--- config.mk ---
export PLATFORM = sky130hd
export DESIGN_NAME = ovl_proposition_bank
export DESIGN_NICKNAME = d
export VERILOG_FILES = /design/src/rtl/ovl_proposition_bank.sv
export SDC_FILE = /design/constraint.sdc
export NUM_CORES = 1
export LEC_CHECK = 0
export CAP_MARGIN = 30
export CORE_MARGIN = 2
export CORE_UTILIZATION = 41
export DETAILED_ROUTE_END_ITERATION = 6
export GPL_ROUTABILITY_DRIVEN = 0
export GPL_TIMING_DRIVEN = 0
export HOLD_SLACK_MARGIN = 0.12
export PLACE_DENSITY = 0.82
export SLEW_MARGIN = 30
export SYNTH_ARGS = -nofsm -noshare
export SYNTH_HDL_FRONTEND = slang
export SYNTH_SLANG_ARGS = --single-unit
--- constraint.sdc ---
create_clock -name clk -period 2.5 [get_ports clk]
set_input_delay 0.25 -clock clk [delete_from_list [all_inputs] [get_ports clk]]
set_output_delay 0.25 -clock clk [all_outputs]
set_load 0.02 [all_outputs]
--- src/rtl/ovl_proposition_bank.sv ---
// ovl_proposition_bank
//   Multi-channel registered proposition checker. Each cycle it evaluates
//   N_CH proposition taps. Checks are masked while the fabric configuration is
//   invalid, and for a programmable settle window after the configuration
//   becomes valid again. The block records sticky per-channel failures, the
//   first failing channel and a saturating failure count.
//
// Ports
//   clk                  in   rising-edge clock
//   rst                  in   asynchronous reset, active-high
//   enable[N_CH]         in   per-channel check enable
//   test_expr[N_CH]      in   per-channel proposition, 0 = violation
//   prev_config_invalid  in   1 = configuration not valid, suppress checks
//   clear                in   one-cycle pulse, drops sticky/first/count history
//   armed                out  checks qualified this cycle (state-decoded)
//   fire_vec[N_CH]       out  registered per-channel failure, 1-cycle latency
//   out                  out  OR of fire_vec
//   sticky[N_CH]         out  per-channel failure seen since reset/clear
//   first_valid          out  first_idx holds a captured failure
//   first_idx[IDX_W]     out  lowest failing channel of the first failing cycle
//   fail_count[CNT_W]    out  saturating count of qualified failures
//
// There is no valid/ready handshake here: every input is sampled on every
// rising clock edge, and every output is a registered level except armed and
// out, which are decoded from registers only.
module ovl_proposition_bank #(
  parameter int N_CH          = 4,
  parameter int SETTLE_CYCLES = 2,
  parameter int CNT_W         = 8,
  localparam int IDX_W        = (N_CH > 1) ? $clog2(N_CH) : 1
) (
  input  logic             clk,
  input  logic             rst,
  input  logic [N_CH-1:0]  enable,
  input  logic [N_CH-1:0]  test_expr,
  input  logic             prev_config_invalid,
  input  logic             clear,
  output logic             armed,
  output logic [N_CH-1:0]  fire_vec,
  output logic             out,
  output logic [N_CH-1:0]  sticky,
  output logic             first_valid,
  output logic [IDX_W-1:0] first_idx,
  output logic [CNT_W-1:0] fail_count
);

  // Settle counter sized to hold SETTLE_CYCLES-1.
  localparam int SC_W        = (SETTLE_CYCLES > 1) ? $clog2(SETTLE_CYCLES) : 1;
  localparam int SETTLE_LOAD = (SETTLE_CYCLES > 0) ? SETTLE_CYCLES - 1 : 0;
  // Popcount width and a sum width wide enough that count + popcount never wraps.
  localparam int PC_W        = $clog2(N_CH + 1);
  localparam int SUM_W       = CNT_W + PC_W + 1;

  typedef enum logic [1:0] {
    ST_INVALID = 2'd0,
    ST_SETTLE  = 2'd1,
    ST_ARMED   = 2'd2
  } state_t;

  state_t          state, state_next;
  logic [SC_W-1:0] settle_cnt, settle_cnt_next;

  // ---------------- FSM: state register ----------------
  always_ff @(posedge clk or posedge rst) begin
    if (rst) begin
      state      <= ST_INVALID;
      settle_cnt <= '0;
    end else begin
      state      <= state_next;
      settle_cnt <= settle_cnt_next;
    end
  end

  // ---------------- FSM: next state ----------------
  always_comb begin
    state_next      = state;
    settle_cnt_next = settle_cnt;
    unique case (state)
      ST_INVALID: begin
        if (!prev_config_invalid) begin
          if (SETTLE_CYCLES == 0) begin
            state_next = ST_ARMED;
          end else begin
            state_next      = ST_SETTLE;
            settle_cnt_next = SC_W'(SETTLE_LOAD);
          end
        end
      end
      ST_SETTLE: begin
        if (prev_config_invalid) begin
          state_next = ST_INVALID;
        end else if (settle_cnt == '0) begin
          state_next = ST_ARMED;
        end else begin
          settle_cnt_next = settle_cnt - 1'b1;
        end
      end
      ST_ARMED: begin
        if (prev_config_invalid) state_next = ST_INVALID;
      end
      default: state_next = ST_INVALID;
    endcase
  end

  // ---------------- FSM: outputs ----------------
  // armed follows the state register only, so a pci pulse masks from the
  // following cycle onwards, never in the cycle it is first seen.
  always_comb begin
    armed = (state == ST_ARMED);
  end

  // ---------------- qualification and capture ----------------
  logic [N_CH-1:0]  qual;
  logic [PC_W-1:0]  qual_pop;
  logic [IDX_W-1:0] qual_low;
  logic [SUM_W-1:0] count_sum;
  logic [CNT_W-1:0] count_next;

  always_comb begin
    qual     = enable & ~test_expr & {N_CH{armed}};
    qual_pop = '0;
    qual_low = '0;
    for (int i = 0; i < N_CH; i++) begin
      qual_pop = qual_pop + PC_W'(qual[i]);
    end
    // Scan from the top so the lowest set bit wins.
    for (int i = N_CH - 1; i >= 0; i--) begin
      if (qual[i]) qual_low = IDX_W'(i);
    end
    // Clear restarts the count from this cycle's failures.
    count_sum = (clear ? '0 : SUM_W'(fail_count)) + SUM_W'(qual_pop);
    if (count_sum > SUM_W'({CNT_W{1'b1}})) begin
      count_next = {CNT_W{1'b1}};
    end else begin
      count_next = count_sum[CNT_W-1:0];
    end
  end

  always_ff @(posedge clk or posedge rst) begin
    if (rst) begin
      fire_vec    <= '0;
      sticky      <= '0;
      first_valid <= 1'b0;
      first_idx   <= '0;
      fail_count  <= '0;
    end else begin
      fire_vec   <= qual;
      fail_count <= count_next;
      if (clear) begin
        sticky      <= qual;
        first_valid <= |qual;
        first_idx   <= qual_low;
      end else begin
        sticky <= sticky | qual;
        if (!first_valid && (|qual)) begin
          first_valid <= 1'b1;
          first_idx   <= qual_low;
        end
      end
    end
  end

  assign out = |fire_vec;

endmodule

==> impl_metrics.toml <==
[cts]
clock-sinks = 22
clock_tree_from_tritoncts = "built"
clkTransAtPathRegs_ps = 120
cts_max_path_buffers = 2
clkLatencyLatePin_ps = 310
clock_tree.root_cell = "sky130_fd_sc_hd__clkbuf_4"
ctsHtreeMaxLevel = 1
cts_inserted_buffers = 3
holdBufCountCts = 0

[finish]
design.final.nets = 166
mostFrequentLayoutCell = "sky130_fd_sc_hd__clkdlybuf4s50_1"
drive_above_1_share_pct = 21.8
layout.cells.most_common_list = "sky130_fd_sc_hd__clkdlybuf4s50_1 (32), sky130_fd_sc_hd__dfrtp_1 (21), sky130_fd_sc_hd__inv_1 (8)"
fill_cells = 202
area.growth.synth_to_final_pct = 44.6
antennaDiodeCount = 0

[critical_path]
timing.critical_path.slowest_stage_cell = "sky130_fd_sc_hd__fa_1"
setup_slack_reg_to_reg_ps = -130
timing.setup.critical_path_class = "reg2reg"
cp_data_required_time_ps = 2760
slowest_delay_ps = 450
worstSetupStartpointType = "flop"
worst_reg2reg_path_length_in_cells = 9
worst_r2r_startpoint = "state[0]"
worstPathMaxFanout = 5
worst-endpoint-arrival_ps = 2890
cp_cell_sequence = "nand2b_4 > or3_4 > fa_1 > fa_2 > inv_2 > fa_2 > nand3_2 > or3_4 > nand2b_1"
worst_setup_path_startpoint = "state[0]"
r2r_path_end = "fail_count[1]"
worst_setup_path_end_kind = "flop"

[power_and_ir_drop]
cellLeakagePower_uw = 0.000740
power_density_nw_per_um2 = 464
worst_ir_drop_vdd_mv = 0.517
power_uw = 730

[sta]
finalHoldViolations = 0
timing.final.crit_share_pct = 105
setup_repair_after_global_routing_missed_its_margin = "true"
measured_slew_at_the_worst_slew_check_pin_ps = 771
maxClockFrequency_mhz = 380
fin_skew_ps = 6.91
min_period_ps = 2630
timing.final.max_slew_violations = 0
finalHoldWorstSlack_ps = 276
finalSetupViolCount = 8
postLayoutSetupSlackWorst_ps = -132
timing.max_slew.rel_slack_pct = 48.3

[synthesis]
yosys_warnings = 0
synthesis.area_um2 = 1090
syn_nets = 121
syn_avg_cell_area_um2 = 10.5
cell_variety_after_synth = 31
yosys_register_bits = 22
ys.flop_type = "sky130_fd_sc_hd__dfrtp_1"
yosysSeqAreaShare_pct = 50.6
ys_async_sr_fraction_pct = 100
post_synth_inst_count = 104
synth_edf_count = 0

[placed_design]
placement.io_buffers = 32
detailedPlacementHpwl_mm = 1.81

[global_route]
grt_first_pass_wirelength_mm = 4.24
grt_max_degree = 23
antenna_found_initial = 0
grt_overflow_total = 0
first_global_vias = 946
groute.usage.overall_pct = 17.2

[route]
route.final.wire_length_mm = 2.44
drt_iter0_drc = 15
avgRoutedWirePerCell_um = 13.8
ant_nets = 0
vias_per_cell = 5.10
drtPass1Iterations = 4
detailroute.via_count = 902
remaining_drc_errors = 0

[floorplan]
ioPinCount = 33
initial_core_util_pct = 43.5
rows = 18
die_y_um = 55.5
die_area_um2 = 3080
dieWidth_um = 55.5
core_region_area_um2 = 2500

[outcome]
violations = "setup timing"
outcome = "finished, violations left"

[flow_run]
max_cap_violations = 0

[worst_hold_path]
hold_path_class = "in2async"
-- sequential cells by signal, indices dropped and copies added, names as in the netlist --
signal       count
settle_cnt       1
first_idx        2
sticky           4
fire_vec         4
fail_count       8
first_valid      1
state            2
-- cell type report --
class                      instances  area [µm²]  share of cell area (%)
buffer                             1        5.00                   0.318
clock buffer                       3        22.5                    1.43
inverter                          13        50.0                    3.18
multi-input combinational         68         522                    33.2
sequential                        22         552                    35.1
tap                               30        37.5                    2.39
timing repair buffer              40         384                    24.4
-- cells in the mapped netlist (all sizes together), types with 2 or more instances --
cell | number | share of area (%)
inv | 12 | 4.1
nand2b | 8 | 4.8
a31oi | 2 | 1.2
or3 | 2 | 2.1
ha | 2 | 2.3
o21ai | 8 | 3.7
nor2b | 4 | 2.3
mux2i | 2 | 1.8
a21oi | 3 | 1.4
dfrtp | 22 | 51
nand2 | 8 | 2.8
o2111ai | 2 | 1.6
fa | 3 | 5.5
nand3 | 3 | 1.8
nor3 | 3 | 1.4
nor2 | 7 | 2.4
-- layer usage --
metal  vias to the layer above  wire length, µm  GRT usage, %
met5                         -                0             0
met4                         0               10          3.83
met3                         2              109          5.85
met2                        24             1280          30.1
met1                       438             1040          20.3
li1                        438                -             -
-- worst max-delay path, delay by kind of cell (launching register included) --
family	cells	cell delay, ps
buf+inv	1	60
flops	1	390
simple gates	5	1090
fa+ha+maj	3	1040
-- metrics by stage --
| stage | setup WS, ps | cell area, µm² | instances | setup TNS, ps | utilization, % |
|---|---|---|---|---|---|
| 6_report | -132 | 1570 | 177 | -733 | 62.9 |
| 5_1_grt | -235 | 1570 | 177 | -1570 | 62.9 |
| 4_1_cts | -154 | 1560 | 177 | -837 | 62.3 |
| 3_5_place_dp | -468 | 1460 | 166 | -2890 | 58.2 |
| 3_3_place_gp | -396 | 1460 | 166 | -2450 | 58.2 |
| 2_1_floorplan | -64.6 | 1100 | 104 | -177 | - |
-- report_power, final --
part,switching [µW],internal [µW],leakage [µW]
clock network,102,56.3,0.0000138
registers,17.6,382,0.000299
logic,83.6,88.6,0.000427
-- logic make-up (layout without fill, tap and decap cells) --
group | Yosys count | in the layout | share of synthesized area, %
xor+xnor | 1 | 1 | 0.806
mux | 3 | 3 | 2.88
buf+inv | 14 | 57 | 5.06
fa+ha+maj | 5 | 5 | 7.82
flops | 22 | 22 | 50.6
compound gates | 19 | 19 | 10.8
simple gates | 40 | 40 | 22.0
-- worst max-delay path by stage --
stage | endpoint | slack, ps
after global placement | fail_count[1] | -400
after global routing | fail_count[1] | -230
final | fail_count[1] | -130
after detailed placement | fail_count[0] | -470
after floorplan | fail_count[1] | -60
after CTS | fail_count[5] | -150
-- timing repair --
| item | in CTS | in global routing |
|---|---|---|
| setup endpoints to repair | 8 | 8 |
| buffers inserted | 8 | 0 |
| pin swaps | 4 | 2 |
| gates resized for setup | 5 | 6 |
Note: power is estimated with default switching activity, not from simulation.
